## config.mk

```make
export PLATFORM = sky130hd
export DESIGN_NAME = alu_arbiter
export DESIGN_NICKNAME = d
export VERILOG_FILES = /design/src/rtl/alu_arbiter.sv
export SDC_FILE = /design/constraint.sdc
export NUM_CORES = 1
export LEC_CHECK = 0
export ABC_AREA = 1
export CAP_MARGIN = 40
export CORE_MARGIN = 5
export CORE_UTILIZATION = 55
export DETAILED_ROUTE_END_ITERATION = 7
export PLACE_DENSITY = 0.83
export SLEW_MARGIN = 30
export SYNTH_ARGS = -nofsm -noshare
export SYNTH_HDL_FRONTEND = slang
export SYNTH_HIERARCHICAL = 1
export SYNTH_SLANG_ARGS = --single-unit
```

## constraint.sdc

```tcl
create_clock -name clk -period 3.9 [get_ports clk]
set_input_delay 0.585 -clock clk [delete_from_list [all_inputs] [get_ports clk]]
set_output_delay 0.585 -clock clk [all_outputs]
set_load 0.005 [all_outputs]
```

## src/rtl/alu_arbiter.sv

```systemverilog
// Round-robin arbiter that shares one alu between two requesters.
// One operation in flight at a time: accept in IDLE, evaluate in EXEC, hold the result in RESP.

module alu #(
    parameter int WORD_SIZE = 16
) (
    input  logic [3:0]           op,
    input  logic [WORD_SIZE-1:0] a,
    input  logic [WORD_SIZE-1:0] b,
    output logic [WORD_SIZE-1:0] result
);
    always_comb begin
        result = '0;
        case (op)
            4'd0: result = a + b;
            4'd1: result = a - b;
            4'd2: result = a << b;
            4'd3: result = $signed(a) >>> b;
            4'd4: result = a >> b;
            4'd5: result = a & b;
            4'd6: result = a | b;
            4'd7: result = a ^ b;
            4'd8: result = {{(WORD_SIZE-1){1'b0}}, a == b};
            default: result = '0;
        endcase
    end
endmodule

module alu_arbiter #(
    parameter int WORD_SIZE = 16
) (
    input  logic                 clk,
    input  logic                 rst_n,
    input  logic                 req0_valid,
    output logic                 req0_ready,
    input  logic [3:0]           req0_op,
    input  logic [WORD_SIZE-1:0] req0_a,
    input  logic [WORD_SIZE-1:0] req0_b,
    output logic                 rsp0_valid,
    input  logic                 rsp0_ready,
    output logic [WORD_SIZE-1:0] rsp0_data,
    input  logic                 req1_valid,
    output logic                 req1_ready,
    input  logic [3:0]           req1_op,
    input  logic [WORD_SIZE-1:0] req1_a,
    input  logic [WORD_SIZE-1:0] req1_b,
    output logic                 rsp1_valid,
    input  logic                 rsp1_ready,
    output logic [WORD_SIZE-1:0] rsp1_data,
    output logic                 busy
);
    typedef enum logic [1:0] {IDLE, EXEC, RESP} state_t;

    state_t               state, state_nxt;
    logic                 prio;
    logic                 owner;
    logic [3:0]           op_q;
    logic [WORD_SIZE-1:0] a_q, b_q, result_q, alu_y;
    logic                 grant0, grant1;

    // prio only breaks ties; a lone requester always wins
    assign grant0 = req0_valid && (!req1_valid || !prio);
    assign grant1 = req1_valid && (!req0_valid ||  prio);

    alu #(.WORD_SIZE(WORD_SIZE)) u_alu (
        .op     (op_q),
        .a      (a_q),
        .b      (b_q),
        .result (alu_y)
    );

    always_ff @(posedge clk or negedge rst_n) begin
        if (!rst_n) state <= IDLE;
        else        state <= state_nxt;
    end

    always_comb begin
        state_nxt  = state;
        req0_ready = 1'b0;
        req1_ready = 1'b0;
        rsp0_valid = 1'b0;
        rsp1_valid = 1'b0;
        busy       = 1'b0;
        case (state)
            IDLE: begin
                req0_ready = grant0;
                req1_ready = grant1;
                if (grant0 || grant1) state_nxt = EXEC;
            end
            EXEC: begin
                busy      = 1'b1;
                state_nxt = RESP;
            end
            RESP: begin
                busy       = 1'b1;
                rsp0_valid = !owner;
                rsp1_valid = owner;
                if (owner ? rsp1_ready : rsp0_ready) state_nxt = IDLE;
            end
            default: state_nxt = IDLE;
        endcase
    end

    always_ff @(posedge clk or negedge rst_n) begin
        if (!rst_n) begin
            prio     <= 1'b0;
            owner    <= 1'b0;
            op_q     <= '0;
            a_q      <= '0;
            b_q      <= '0;
            result_q <= '0;
        end else if (state == IDLE && (grant0 || grant1)) begin
            owner <= grant1;
            prio  <= grant0;
            op_q  <= grant1 ? req1_op : req0_op;
            a_q   <= grant1 ? req1_a  : req0_a;
            b_q   <= grant1 ? req1_b  : req0_b;
        end else if (state == EXEC) begin
            result_q <= alu_y;
        end
    end

    assign rsp0_data = result_q;
    assign rsp1_data = result_q;
endmodule

```

==> impl_metrics.toml, run 1 <==
[cts]
ctsHtreeMaxLevel = 2
clock_tree.buffer_depth = 2
tritoncts.num_buffers = 5
tritoncts_num_sinks = 56
cts_hold_buffers = 0
clock_latency_ns = 0.31
post_cts_resize_count = 0
cts_setup_buffers = 0
path_clk_slew_ns = 0.08
cts_tree = "yes"
cts_root_buf = "sky130_fd_sc_hd__clkbuf_16"

[detailed_routing]
post_drt_wl_per_cell_um = 18.4
remaining_drc_errors = 0
drt_pre_antenna_iters = 6
drt_first_iter_violations = 1124
detail-route-antenna-nets = 0
wirelength_um = 26000
routed-via-count = 8259
viasPerCell = 5.86

[finish]
num-nets-final = 1367
final_cell_count_no_fill = 1409
syn2layout_area_growth_pct = 17.2
ant_cells = 0
post_route_cells_drive_above_1_share_pct = 6.63
layout_utilization_pct = 65.9
final_design_area_no_fill_mm2 = 0.00832

[timing]
maxSlewViolCount = 0
worst_slew_margin_rel_pct = 40.6
grt_setup_unrepaired = "no"
max_clock_freq_ghz = 0.330
worst-slew-pin-transition_ns = 0.887
layout_worst_path_cycle_share_pct = 77.6
final_count_of_hold_timing_violations = 0
final_layout_setup_total_negative_slack_ns = 0
min_period_ns = 3.03
clock_skew_ns = 0.0119
timing.final.setup_violations = 0

[global_routing]
grt_use_total_pct = 34.6
wire_length_of_the_first_global_routing_pass_um = 40600
maximum_number_of_pins_on_one_net_before_global_route_repair = 39
globalRoute.totalOverflow = 0
number_of_global_route_vias_before_repair = 7767
antenna_found_initial = 0

[flow_run]
max_cap_viol_count = 0

[critical_path]
worstPathRequired_ns = 4.09
timing.critical_path.to_type = "flip-flop"
slowest_delay_ns = 0.41
critical_path_type = "reg -> reg"
critPathLaunch = "a_q[0]"
timing.critical_path.fanout_max = 4
timing.rr.start = "a_q[0]"
crit_path_end = "rsp0_data[10]"
crit_top_cell = "sky130_fd_sc_hd__nand2_1"
timing.reg2reg.worst_path_depth = 18
timing.critical_path.slowest_stage_cell = "sky130_fd_sc_hd__dfrtp_1"
reg2reg_setup_slack_ns = 0.87
critical_path_arrival_ns = 3.22
path_cells = "inv_1 -> ha_1 -> fa_1 -> nor2_1 -> nor2_1 -> nor2_1 -> nor2_1 -> o21ai_1 -> nand2_1 -> nand2_1 -> nand2_1 -> nand2_1 -> nand2_1 -> nand3_1 -> nand3_1 -> nor2_1 -> nand2_1 -> mux2_2"
r2r-end = "rsp0_data[10]"
worst_setup_path_start_kind = "flip-flop"

[die]
initial_utilization_pct = 56.3
std_cell_rows = 41
die_width_um = 124
die_area_mm2 = 0.0153
die_h_um = 124
core_region_area_mm2 = 0.0126
ioPinCount = 115

[yosys]
synth-main-ff-cell = "sky130_fd_sc_hd__dfrtp_1"
postSynthAreaPerCell_um2 = 6.06
ys_seq_area_share_pct = 19.7
synthesis.yosys.warnings = 6
synthArstFlopShare_pct = 100
synthesis.nets = 1302
synth_enable_flop_cells = 0
synth_cell_type_count = 49
netlist_instances = 1171
postSynthRegisterBits = 56
netlist_area_mm2 = 0.00710

[placed_design]
gpl.final_weighted_congestion = 1.06
port_buffers = 114
placement.cell_area_mm2 = 0.00816
placed_insts = 1400
hpwl_um = 20700

[power_and_ir_drop]
vdd.ir_drop.worst_mv = 0.592
power.density_cell_area_mw_per_mm2 = 861
power.leakage_nw = 4.25
total_power_consumption_mw = 7.16

[hold_path]
hold_path_class = "in -> async"

[status]
outcome = "completed"
cell usage after synthesis (all sizes together), types with 6 or more instances:
library cell,n,area share (%)
nor2,78,4.5
buf,57,5.0
a21oi,53,3.8
o22ai,12,1.1
nand4,16,1.4
nand3,180,13
dfrtp,56,20
ha,51,9.0
inv,112,5.9
mux2,16,2.5
o21ai,80,6.6
o211ai,6,0.78
nor3,13,0.99
clkbuf,17,0.92
nand2,386,21
worst min-delay path by stage:
stage | from | end | slack [ns] | cells after the start
3_5_place_dp | b_q[11] | b_q[11] | 0.51 | 2
2_1_floorplan | rst_n | a_q[0] | 0.29 | 0
5_1_grt | rst_n | prio | 0.36 | 1
3_3_place_gp | state[0] | state[0] | 0.49 | 2
4_1_cts | rst_n | prio | 0.32 | 1
6_report | rst_n | prio | 0.30 | 1
per-stage QoR:
stage               setup slack, ns  hold WS [ns]
global route                  0.665         0.363
finish                        0.873         0.302
floorplan                      1.05         0.289
detailed placement            0.971         0.506
global placement              0.967         0.493
CTS                           0.938         0.322
per-layer routing:
layer | track usage (%) | up-vias | share of wire (%)
met4 | 18.2 | 0 | 5.6
met5 | 0 | - | 0
met2 | 55.4 | 499 | 45
li1 | - | 3952 | -
met1 | 44.1 | 3705 | 39
met3 | 6.72 | 103 | 10
cells by family (layout without fill, tap and decap cells):
family,Yosys count,count (layout),share of synthesized area (%)
and+or+nand+nor,686,686,41.5
buffers and inverters,187,253,11.9
AOI/OAI and AO/OA,169,169,14.3
DFF,56,56,19.7
adders and majority gates,53,53,9.55
muxes,16,16,2.54
xor gates and xnor gates,4,4,0.493
flip-flops by register name, summed over array words and instances, names as in the netlist:
| register | cells |
|---|---|
| a_q | 16 |
| b_q | 16 |
| rsp0_data | 16 |
| op_q | 4 |
| state | 2 |
| owner | 1 |
| prio | 1 |
layout by cell type (no fill, tap or decap), drive strengths merged:
cell type,count
o221ai,2
and2,1
ha,51
o22ai,12
clkbuf,5
o21ai,80
a21o,1
or2,4
a221oi,1
nor3,13
a211oi,5
fa,2
clkinv,1
nand4,16
mux2,16
o21bai,2
buf,19
nand3b,5
o2111ai,1
clkdlybuf4s50,113
nand2,386
dfrtp,56
a21oi,53
nor3b,2
nor2,78
o221a,1
and3,1
a21boi,1
inv,115
xor2,4
nand3,180
a31oi,3
o211ai,6
a311oi,1
report_power, final:
group | switching, mW | internal, mW
Sequential | 0.366 | 0.842
Combinational | 3.58 | 1.89
Clock | 0.244 | 0.248
worst max-delay path: cells and delay by family (launching register included):
family                     cells  cell delay, ns
and+or+nand+nor               13            1.23
adders and majority gates      2            0.67
DFF                            1            0.41
muxes                          1            0.26
AOI/OAI and AO/OA              1            0.23
buffers and inverters          1            0.12
cell type report:
class	instances	area (um^2)
multi-input cells	928	4850
fillers	1186	4300
flip-flops and latches	56	1400
repair buffers	132	1270
inverters	113	424
well taps	172	215
clock buffers	5	125
clock inverters	3	28.8
No activity file was read; power rests on OpenSTA's default activity.
==> run 2: changes to the inputs <==
- clock period: 3.9 -> 3.1 ns (I/O delays scaled with it)
==> impl_metrics.toml, run 2 (synthesis gave the netlist of run 1 again) <==
[critical_path]
timing.critical_path.to_type = "flip-flop"
path_cells = "inv_1 -> ha_1 -> inv_1 -> nand2_1 -> nand2_1 -> inv_1 -> nor2_1 -> nor3b_1 -> nand3_1 -> nand3_1 -> nand3_1 -> o21ai_0 -> nand3_1 -> mux2_2"
timing.critical_path.fanout_max = 10
critical_path_arrival_ns = 3.09
slowest_delay_ns = 0.52
r2r-end = "rsp0_data[15]"
critical_path_depth = 14
worstPathRequired_ns = 3.30
timing.critical_path.slowest_stage_cell = "sky130_fd_sc_hd__ha_1"
timing.reg2reg.worst_path_depth = 14
worst_setup_path_start_kind = "flip-flop"
critical_path_type = "reg -> reg"
timing.critical_path.max_delay_family = "simple AND/OR/NAND/NOR gates"
reg2reg_setup_slack_ns = 0.21
crit_top_cell = "sky130_fd_sc_hd__nand3_1"
cp_num_buf_inv = 3
timing.rr.start = "b_q[8]"

[power_and_ir_drop]
p_int_mw = 3.90
part_of_the_total_power_dissipated_in_sequential_elements_pct = 15.1
power.leakage_nw = 4.37
pwr-share-comb_pct = 78.3
power.density_cell_area_mw_per_mm2 = 1090
p_clk_share_pct = 6.6
vdd.ir_drop.worst_mv = 0.790
sw_frac_of_total_pct = 57.9
net_switching_power_of_the_design_mw = 5.36

[detailed_routing]
drt_pre_antenna_iters = 6
detail-route-antenna-nets = 0
drt_first_iter_violations = 1005
viasPerCell = 5.87
remaining_drc_errors = 0
routed-via-count = 8411
post_drt_wl_per_cell_um = 18.8
wirelength_um = 27000

[die]
std_cell_rows = 41
ioPinCount = 115
initial_utilization_pct = 56.3
core_region_area_mm2 = 0.0126
die_h_um = 124
die_width_um = 124
die_area_mm2 = 0.0153

[flow_run]
max_cap_viol_count = 0

[finish]
syn2layout_area_growth_pct = 19.9
ant_cells = 0
post_route_cells_drive_above_1_share_pct = 8.33
most_used_cells_in_the_layout_excluding_fill_and_tap_cells = "sky130_fd_sc_hd__nand2_1, sky130_fd_sc_hd__nand3_1, sky130_fd_sc_hd__clkdlybuf4s50_1"
final_cell_count_no_fill = 1432
num-nets-final = 1390
mostFrequentLayoutCell = "sky130_fd_sc_hd__nand2_1"
multi_input_comb_area_mm2 = 0.00485
filler_cell_count = 1225
ff_latch_area_mm2 = 0.00140

[timing]
max_clock_freq_ghz = 0.346
layout_worst_path_cycle_share_pct = 93.1
grt_setup_unrepaired = "no"
worst-slew-pin-transition_ns = 0.700
worst_slew_margin_rel_pct = 52.8
maxSlewViolCount = 0
final_count_of_hold_timing_violations = 0
final_layout_setup_total_negative_slack_ns = 0
min_period_ns = 2.89
timing.final.setup_violations = 0
clock_skew_ns = 0.00834

[placed_design]
placed_insts = 1422
hpwl_um = 21600
port_buffers = 114
gpl.final_weighted_congestion = 1.08

[global_routing]
maximum_number_of_pins_on_one_net_before_global_route_repair = 57
grt_use_total_pct = 35.9
antenna_found_initial = 0
wire_length_of_the_first_global_routing_pass_um = 42200
globalRoute.totalOverflow = 0
number_of_global_route_vias_before_repair = 7948

[cts]
clock_tree.buffer_depth = 2
cts_root_buf = "sky130_fd_sc_hd__clkbuf_16"
cts_setup_buffers = 0
cts_tree = "yes"
clock_latency_ns = 0.31
cts_hold_buffers = 0
ctsHtreeMaxLevel = 2
tritoncts.num_buffers = 5
post_cts_resize_count = 0
path_clk_slew_ns = 0.08
tritoncts_num_sinks = 56

[hold_path]
hold_path_class = "in -> async"

[status]
outcome = "completed"
-- run 2: per-stage QoR --
step                      power [mW]  setup slack [ns]  cell area, um^2  utilization [%]  hold slack [ns]
after CTS                       9.07             0.297             8470             67.1            0.324
after floorplan                 6.15             0.253             7100                -            0.169
after global placement          8.38             0.171             8320             65.9            0.492
after global routing            10.0           0.00854             8510             67.4           0.0512
after detailed placement        8.43             0.316             8320             65.9            0.496
final                           9.26             0.213             8510             67.4           0.0518
-- run 2: worst max-delay path by stage --
stage	from	end	slack, ns
after CTS	a_q[0]	rsp0_data[8]	0.30
after global routing	a_q[0]	rsp0_data[8]	0.009
after detailed placement	a_q[0]	rsp0_data[8]	0.32
after floorplan	b_q[2]	rsp0_data[9]	0.25
after global placement	b_q[8]	rsp0_data[11]	0.17
final	b_q[8]	rsp0_data[15]	0.21
-- run 2: metal layers --
layer / part of all wire (%) / GRT usage (%) / wire (um) / up-vias
met3: 8.8 / 8.27 / 2380 / 101
met4: 6.0 / 19.7 / 1610 / 0
met2: 47 / 58.6 / 12600 / 421
li1: - / - / - / 4007
met1: 38 / 43.8 / 10300 / 3882
met5: 0 / 0 / 0 / -
-- run 2: worst register-to-register path, stage by stage (launching register included) --
cell and delay, ns:
sky130_fd_sc_hd__dfrtp_1 0.42, sky130_fd_sc_hd__inv_1 0.08, sky130_fd_sc_hd__ha_1 0.52, sky130_fd_sc_hd__inv_1 0.15, sky130_fd_sc_hd__nand2_1 0.10, sky130_fd_sc_hd__nand2_1 0.05
sky130_fd_sc_hd__inv_1 0.09, sky130_fd_sc_hd__nor2_1 0.05, sky130_fd_sc_hd__nor3b_1 0.29, sky130_fd_sc_hd__nand3_1 0.22, sky130_fd_sc_hd__nand3_1 0.12, sky130_fd_sc_hd__nand3_1 0.10
sky130_fd_sc_hd__o21ai_0 0.21, sky130_fd_sc_hd__nand3_1 0.11, sky130_fd_sc_hd__mux2_2 0.28
-- run 2: area by class of cell --
type	instances	share of cell area [%]
Clock buffer	5	1.47
Multi-Input combinational cell	928	57.0
Clock inverter	3	0.309
Tap cell	172	2.53
Inverter	113	4.98
Sequential cell	56	16.5
Timing Repair Buffer	155	17.2
-- run 2: power by group through the flow --
stage                     Combinational [mW]  Sequential [mW]  Clock, mW
final                                   7.25             1.40      0.611
after CTS                               7.05             1.40      0.622
after floorplan                         4.80             1.36          0
after global placement                  6.98             1.39          0
after detailed placement                7.02             1.41          0
after global routing                    7.96             1.44      0.650
==> edit: new RTL, settings of run 1 <==
`WORD_SIZE` is set to 16 in 2 places; all go to 32.
--- a/src/rtl/alu_arbiter.sv
+++ b/src/rtl/alu_arbiter.sv
@@ -3,5 +3,5 @@
 
 module alu #(
-    parameter int WORD_SIZE = 16
+    parameter int WORD_SIZE = 32
 ) (
     input  logic [3:0]           op,
@@ -28,5 +28,5 @@
 
 module alu_arbiter #(
-    parameter int WORD_SIZE = 16
+    parameter int WORD_SIZE = 32
 ) (
     input  logic                 clk,
Interface: changed (6 resized); port bits go from 115 to 211. The function was not compared with the original's and may differ.
==> edit against run 1 <==
- the run now ends with design-rule violations left
- area after synthesis grew 120%
- via count increased by 140%
- worst setup slack got worse by 0.76 ns
- final area up 110%
- routed wire length increased to 2.7 times the old value
- sequential cell count is 48 higher
- power rose by 140%
- hold slack got worse by 0.044 ns
- critical endpoint is now rsp0_data[28]
==> edit: results (changes against run 1) <==
Run status
  – Status: finished, violations left
  – Violations in the final reports: design-rule violations

Final layout
  – Fillcell total: 2735 (+130%)
  – Final Net Count: 3000 (+120%)
  – Layout cell share with drive strength beyond 1: 0.0641 (-0.00221)

Place
  – Inst Count DP: 3124 (+120%)
  – Final weighted congestion in routability-driven placement: 1.23 (+16%)
  – Post-DP HPWL: 55200 µm (+170%)
  – Port Buffer Count: 210 (+84%)

CTS
  – Latest clock arrival within the worst-skew pair: 0.37 ns (+0.06 ns)
  – CTS clock-pin slew for the worst setup and hold paths: 0.10 ns (+0.02 ns)
  – CTS buffer count: 9 (+4)

Routing
  – # DRC: 10 (+10)
  – Final WL: 70900 µm (+170%)
  – Initial detailed-routing violation count: 3212 (+190%)
  – Number of iterations in the first detailed-routing pass: 8 (+2)
  – Number of vias in the routed layout: 19831 (+140%)
  – Detailed-route vias per instance: 6.32 (+7.7%)

Worst setup path
  – Setup slack on the worst flop-to-flop path: 0.11 ns (-0.76 ns)
  – Worst path arrival time: 4.05 ns (+0.83 ns)
  – Reg2reg start: b_q[21]
  – Crit Path Max Fanout: 13 (+9)
  – Worst r2r dst: rsp0_data[28]

Logic synthesis
  – Adder-Cell Fraction of Synth Area: 0.0835 (-0.0120)
  – Leading cell types by count after synthesis: sky130_fd_sc_hd__nand2_1, sky130_fd_sc_hd__nand3_1, sky130_fd_sc_hd__nor2_1
  – Syn nets: 2910 (+120%)
  – Biggest area contributors in the synthesized netlist: sky130_fd_sc_hd__nand2_1, sky130_fd_sc_hd__dfrtp_1, sky130_fd_sc_hd__nand3_1, sky130_fd_sc_hd__ha_1, sky130_fd_sc_hd__nor2_1
  – Avg Cell Area, Syn: 5.74 µm² (-5.3%)

STA
  – Worst hold margin: 0.258 ns (-0.0441 ns)
  – Least-Margin Pin Slew: 0.944 ns (+0.0570 ns)

GRT
  – Initial antenna violation count: 1 (+1)
  – Pin count of the biggest net entering global routing: 71 (+82%)
  – Global-route total usage across every layer: 0.437 (+0.0911)
  – Number of global-route vias before repair: 18260 (+140%)

Power and ir drop
  – Peak supply drop: 0.000909 V (+54%)
  – Leakage power figure: 8.97 nW (+110%)
edit: stage by stage:
| step | setup slack [ns] | instance area, µm² |
|---|---|---|
| global route | 0.0998 | 17600 |
| finish | 0.109 | 17600 |
| floorplan | 0.893 | 15300 |
| CTS | 0.328 | 17600 |
| global placement | 0.431 | 17300 |
| detailed placement | 0.365 | 17300 |
edit: worst max path at each step:
stage	startpoint	end	slack (ns)	cells past startpoint
6_report	b_q[21]	rsp0_data[28]	0.11	13
3_5_place_dp	b_q[21]	rsp0_data[28]	0.36	13
2_1_floorplan	b_q[3]	rsp0_data[26]	0.89	17
5_1_grt	b_q[5]	rsp0_data[16]	0.1	15
3_3_place_gp	b_q[21]	rsp0_data[28]	0.43	13
4_1_cts	b_q[21]	rsp0_data[28]	0.33	13
edit: routing by layer:
metal	track usage	up-vias	wire length, µm
li1	-	8910	-
met1	0.536	8886	24900
met2	0.652	1637	29300
met3	0.126	398	9960
met4	0.320	0	6750
met5	0	-	0
edit: power groups by stage:
stage	combinational, W	clock, W	sequential (W)
4_1_cts	0.0133	0.000988	0.00227
2_1_floorplan	0.00901	0	0.00200
3_3_place_gp	0.0130	0	0.00227
6_report	0.0141	0.000979	0.00233
3_5_place_dp	0.0132	0	0.00229
5_1_grt	0.0149	0.00102	0.00237
edit: layout make-up:
class	instances	share of cell area
Sequential cell	104	0.148
Tap cell	378	0.0269
Clock buffer	9	0.0128
Timing Repair Buffer	264	0.143
Inverter	219	0.0467
Multi-Input combinational cell	2159	0.618
Clock inverter	7	0.00412
edit: critical path: cells and delay by family (launching register included):
family / cells / cell delay (ns)
flip-flops: 1 / 0.43
AND/OR/NAND/NOR: 10 / 2.00
multiplexers: 1 / 0.27
AO/OA/AOI/OAI: 1 / 0.86
buffers and inverters: 1 / 0.13
